### src/rtl/pipe_hazard_ctrl.sv
// Hazard/sequencing controller for the 5-stage MIPS pipe: load-use stalls, branch/jump flushes, memory freeze.
// Optional HAZARD_STATS_EN adds stall_cycles / flush_events performance counters.
module pipe_hazard_ctrl #(
  parameter int BR_PENALTY = 1,
  parameter int STALL_MAX  = 15,
  parameter int FWD        = 1
) (
  input  logic       CLK,
  input  logic       RESET,
  input  logic [4:0] id_rs,
  input  logic [4:0] id_rt,
  input  logic       id_uses_rt,
  input  logic       id_jump,
  input  logic       ex_MemRead,
  input  logic       ex_RegWrite,
  input  logic [4:0] ex_dst,
  input  logic       mem_RegWrite,
  input  logic [4:0] mem_dst,
  input  logic       br_taken,
  input  logic       mem_busy,
  output logic       PCWrite,
  output logic       IFID_Write,
  output logic       IFID_Flush,
  output logic       IDEX_Write,
  output logic       IDEX_Bubble,
  output logic       EXMEM_Flush,
  output logic [1:0] pc_sel,
  output logic       hz_err
`ifdef HAZARD_STATS_EN
  ,
  output logic [31:0] stall_cycles,
  output logic [31:0] flush_events
`endif
);

  typedef enum logic [1:0] {RUN, LDSTALL, FLUSH, FREEZE} state_t;

  localparam logic [1:0] FL_LOAD = 2'(BR_PENALTY - 1);
  localparam logic [3:0] ST_LIM  = 4'(STALL_MAX - 1);

  state_t     state, state_nx, saved, saved_nx, cur;
  logic [1:0] fl_cnt, fl_nx;
  logic [3:0] st_cnt, st_nx;
  logic       hz_nx;
  logic       ex_match, mem_match, haz;
  logic       stall_ev, flush_ev;

  assign ex_match  = (ex_dst  != '0) && ((ex_dst  == id_rs) || (id_uses_rt && ex_dst  == id_rt));
  assign mem_match = (mem_dst != '0) && ((mem_dst == id_rs) || (id_uses_rt && mem_dst == id_rt));

  always_comb begin
    haz = 1'b0;
    if (FWD != 0) haz = ex_MemRead && ex_match;
    else          haz = (ex_RegWrite && ex_match) || (mem_RegWrite && mem_match);
  end

  always_comb begin
    PCWrite     = 1'b1;
    IFID_Write  = 1'b1;
    IFID_Flush  = 1'b0;
    IDEX_Write  = 1'b1;
    IDEX_Bubble = 1'b0;
    EXMEM_Flush = 1'b0;
    pc_sel      = 2'b00;
    state_nx    = state;
    saved_nx    = saved;
    fl_nx       = fl_cnt;
    st_nx       = st_cnt;
    hz_nx       = hz_err;
    stall_ev    = 1'b0;
    flush_ev    = 1'b0;
    // Leaving FREEZE resumes the saved state within this same evaluation.
    cur = (state == FREEZE) ? saved : state;

    if (RESET) begin
      PCWrite     = 1'b0;
      IFID_Write  = 1'b0;
      IFID_Flush  = 1'b1;
      IDEX_Bubble = 1'b1;
      EXMEM_Flush = 1'b1;
      state_nx    = RUN;
      saved_nx    = RUN;
      fl_nx       = '0;
      st_nx       = '0;
      hz_nx       = 1'b0;
    end else if (mem_busy) begin
      PCWrite     = 1'b0;
      IFID_Write  = 1'b0;
      IDEX_Write  = 1'b0;
      EXMEM_Flush = 1'b1;
      state_nx    = FREEZE;
      saved_nx    = cur;
    end else if (br_taken) begin
      pc_sel      = 2'b10;
      IFID_Flush  = 1'b1;
      IDEX_Bubble = 1'b1;
      st_nx       = '0;
      flush_ev    = 1'b1;
      if (BR_PENALTY > 1) begin
        state_nx = FLUSH;
        fl_nx    = FL_LOAD;
      end else begin
        state_nx = RUN;
        fl_nx    = '0;
      end
    end else if (cur == FLUSH) begin
      IFID_Flush  = 1'b1;
      IDEX_Bubble = 1'b1;
      if (fl_cnt <= 2'd1) begin
        state_nx = RUN;
        fl_nx    = '0;
      end else begin
        state_nx = FLUSH;
        fl_nx    = fl_cnt - 2'd1;
      end
    end else if (haz) begin
      PCWrite     = 1'b0;
      IFID_Write  = 1'b0;
      IDEX_Bubble = 1'b1;
      state_nx    = LDSTALL;
      stall_ev    = 1'b1;
      st_nx       = (st_cnt == 4'hF) ? st_cnt : st_cnt + 4'd1;
      if (st_cnt == ST_LIM) hz_nx = 1'b1;
    end else begin
      state_nx = RUN;
      st_nx    = '0;
      if (id_jump) begin
        pc_sel     = 2'b01;
        IFID_Flush = 1'b1;
        flush_ev   = 1'b1;
      end
    end
  end

  always_ff @(negedge CLK) begin
    state  <= state_nx;
    saved  <= saved_nx;
    fl_cnt <= fl_nx;
    st_cnt <= st_nx;
    hz_err <= hz_nx;
  end

`ifdef HAZARD_STATS_EN
  always_ff @(negedge CLK) begin
    if (RESET) begin
      stall_cycles <= '0;
      flush_events <= '0;
    end else begin
      if (stall_ev) stall_cycles <= stall_cycles + 32'd1;
      if (flush_ev) flush_events <= flush_events + 32'd1;
    end
  end
`else
  logic unused_ev;
  assign unused_ev = stall_ev ^ flush_ev;
`endif

endmodule

### config.mk
export PLATFORM = sky130hd
export DESIGN_NAME = pipe_hazard_ctrl
export DESIGN_NICKNAME = d
export VERILOG_FILES = /design/src/rtl/pipe_hazard_ctrl.sv
export SDC_FILE = /design/constraint.sdc
export NUM_CORES = 1
export LEC_CHECK = 0
export BUFFER_PORTS_ARGS = -buffer_cell sky130_fd_sc_hd__buf_2
export CELL_PAD_IN_SITES_DETAIL_PLACEMENT = 0
export CELL_PAD_IN_SITES_GLOBAL_PLACEMENT = 1
export CORE_UTILIZATION = 30
export DETAILED_ROUTE_END_ITERATION = 8
export GPL_TIMING_DRIVEN = 0
export PLACE_DENSITY = 0.89
export SETUP_SLACK_MARGIN = 0.05
export SLEW_MARGIN = 20
export SYNTH_ARGS = -nofsm -noshare
export SYNTH_HDL_FRONTEND = slang
export SYNTH_SLANG_ARGS = --single-unit
### constraint.sdc
create_clock -name CLK -period 2.2 [get_ports CLK]
set_input_delay 0.44 -clock CLK [delete_from_list [all_inputs] [get_ports CLK]]
set_output_delay 0.44 -clock CLK [all_outputs]
set_load 0.02 [all_outputs]
==> flow_summary.toml <==
[run_status]
outcome = "complete, but fails checks"
violations = "negative setup slack"

[worst_hold_path]
hold_depth = 1
hold_class = "register to register"

[synth]
synth_largest_area_cell = "dfxtp_1"
syn_nets = 122
synthTopCellsByArea = "dfxtp_1, xor2_1, nor2_1"
synth_compound_area_share_pct = 22.90
syn_inst = 91
yosysMostFrequentCell = "nor2_1"
synthAdderAreaFrac_pct = 3.497
yosysUniqueCellTypes = 30
synthXorXnorAreaFrac_pct = 12.24
yosys.area_share.simple_pct = 23.25
synthesis.area_um2 = 715.7
seq_area_frac_synth_pct = 30.77
avgSynthCellArea_um2 = 7.865
ys.flop_type = "dfxtp_1"
synthArstFlopShare_pct = 0
synth-seq-cells = 11
synthMuxAreaShare_pct = 0
yosys.area.top_type_share_pct = 30.77
synth_top_family_by_area = "simple AND/OR/NAND/NOR gates"
synth_edf_count = 0
yosys_warnings = 0
synth_common_cells = "nor2_1, dfxtp_1, inv_1, xor2_1"

[cts]
cts-root-buf = "clkbuf_4"
cts_hold_buffers = 0
cts_max_level = 1
cts_tree = "done"
clkTransAtPathRegs_ns = 0.04
cts_sinks = 11
clockBufferDepth = 2
clock_latency_ns = 0.33
cts_buffers = 3

[floorplan]
die_y_um = 50.84
initial_core_util_pct = 32.04
rows = 17
core-area_mm2 = 0.002233
die_area_mm2 = 0.002585
io_pins = 38
die_x_um = 50.84

[timing]
drv_slew = 0
holdWs_ns = 0.4766
worstMarginPinSlew_ns = 0.3395
slew-limit-headroom_pct = 77.29
tns_ns = -6.460
hold_viol = 0
final.setup.worst_slack_ns = -0.7173
finalSetupViolations = 12
rsz0062_at_grt = "true"
fin_skew_ns = 0.009075

[critical_path]
rr_endpoint = "st_cnt[1]"
crit_end = "PCWrite"
ff2ff_path_depth = 6
slowest_delay_ns = 0.31
cp-start-kind = "register"
path_delay_family = "flip-flops"
cp_num_cells = 6
critPathArrivalTime_ns = 2.48
crit_path_top_delay_cell = "dfxtp_2"
rr_startpoint = "st_cnt[1]"
startpoint = "saved[0]"
path_class = "register to primary output"
path_cells = "nand2b_4 > a21boi_4 > nor2_4 > a21oi_2 > buf_4 > buf_6"
path_max_fanout = 5
worst-path-buf-inv = 2
endpoint_kind = "primary output"
r2r_slack_ns = 0.56
critPathRequiredTime_ns = 1.76

[pwr]
p_leak_nw = 0.5312
powerDensity_mw_per_mm2 = 486.1
vdd_drop_max_mv = 0.5837

[detailed_routing]
wl_met3_um = 86
wl_met2_um = 1097
drt_iter0_drc = 12
vias_per_cell = 4.911
detail_route.wl_per_cell_um = 12.62
drc = 0
highest-signal-layer = "met3"
firstDrtPassIters = 4
vias = 825
antenna_left = 0
wl_met1_um = 936
wl_um = 2120

[placed_design]
port_buffers = 28
dpl_cell_area_um2 = 910.9
gp_congestion = 0.7687
place_hpwl_um = 1432
detailedPlace.worstSlack_ns = -0.9688

[finish]
nNetsFinal = 172
design_area_mm2 = 0.001147
syn2layout_area_growth_pct = 60.31
antenna_cells = 0
final_core_util_pct = 51.37
drive_gt1_share_pct = 43.57

[global_routing]
grt_pass1_wl_um = 3636
grt_overflow = 0
grt_start_max_net_pins = 11
grt_usage_pct = 18.57
antenna_found_initial = 0
first_global_vias = 871

[run]
max_cap_viol_count = 0
[cell type report]
type                    instances  area (µm²)
well taps                      28       35.03
repair buffers                 35       232.7
multi-input cells              67       534.3
fillers                       221        1086
plain buffers                   3       20.02
inverters                       9       35.03
clock buffers                   3       22.52
clock inverters                12       45.04
flip-flops and latches         11       222.7
[cells in the final DEF, fill, tap and decap left out, types with 3 or more instances in the layout]
master,n
a21oi_1,3
buf_2,21
buf_4,9
buf_6,6
clkbuf_4,4
dfxtp_1,9
inv_1,20
nand2_1,5
nand3_1,3
nand4_1,3
nor2_1,11
nor3_1,3
xor2_1,8
[registers in the layout (all words and copies together) (netlist names)]
name    flops
fl_cnt      2
hz_err      1
saved       2
st_cnt      4
state       2
[timing repair]
action                     CTS  global route
pin swaps                   15             7
buffers inserted             7             0
hold endpoints to repair     0             0
gates resized for setup     22             6
setup endpoints to repair   12            12
[cells by family after synthesis]
| group | count (synthesis) |
|---|---|
| flip-flops | 11 |
| XOR/XNOR | 10 |
| AO/OA/AOI/OAI | 21 |
| buffers and inverters | 13 |
| AND/OR/NAND/NOR | 34 |
| adder cells (fa/ha/maj) | 2 |
[report_power, final]
part,internal (W),switching [W]
Sequential,0.000205,0.00000347
Clock,0.0000917,0.000118
Combinational,0.0000628,0.0000763
Total,0.000360,0.000198
[metal layers]
| layer | track usage [%] | vias up |
|---|---|---|
| met2 | 32.00 | 24 |
| met1 | 21.82 | 381 |
| met3 | 6.250 | 0 |
| li1 | - | 420 |
| met4 | 5.093 | 0 |
| met5 | 0 | - |
[how the worst min path moves through the flow]
stage | start | endpoint
2_1_floorplan | fl_cnt[1] | fl_cnt[1]
3_3_place_gp | hz_err | hz_err
3_5_place_dp | hz_err | hz_err
4_1_cts | hz_err | hz_err
5_1_grt | hz_err | hz_err
6_report | hz_err | hz_err
[stage by stage]
stage | power (W) | instances
after global placement | 0.0003491 | 147
after floorplan | 0.0003100 | 91
after detailed placement | 0.0003517 | 147
final | 0.0005577 | 168
after CTS | 0.0005611 | 168
after global routing | 0.0006044 | 168
[worst register-to-register path: cells and delay by family, from the launching register on]
family | cells | cell delay, ns
AO/OA/AOI/OAI | 2 | 0.50
AND/OR/NAND/NOR | 2 | 0.24
adder cells (fa/ha/maj) | 1 | 0.23
buffers and inverters | 1 | 0.21
flip-flops | 1 | 0.39
Power figures use the tool's default switching activity.
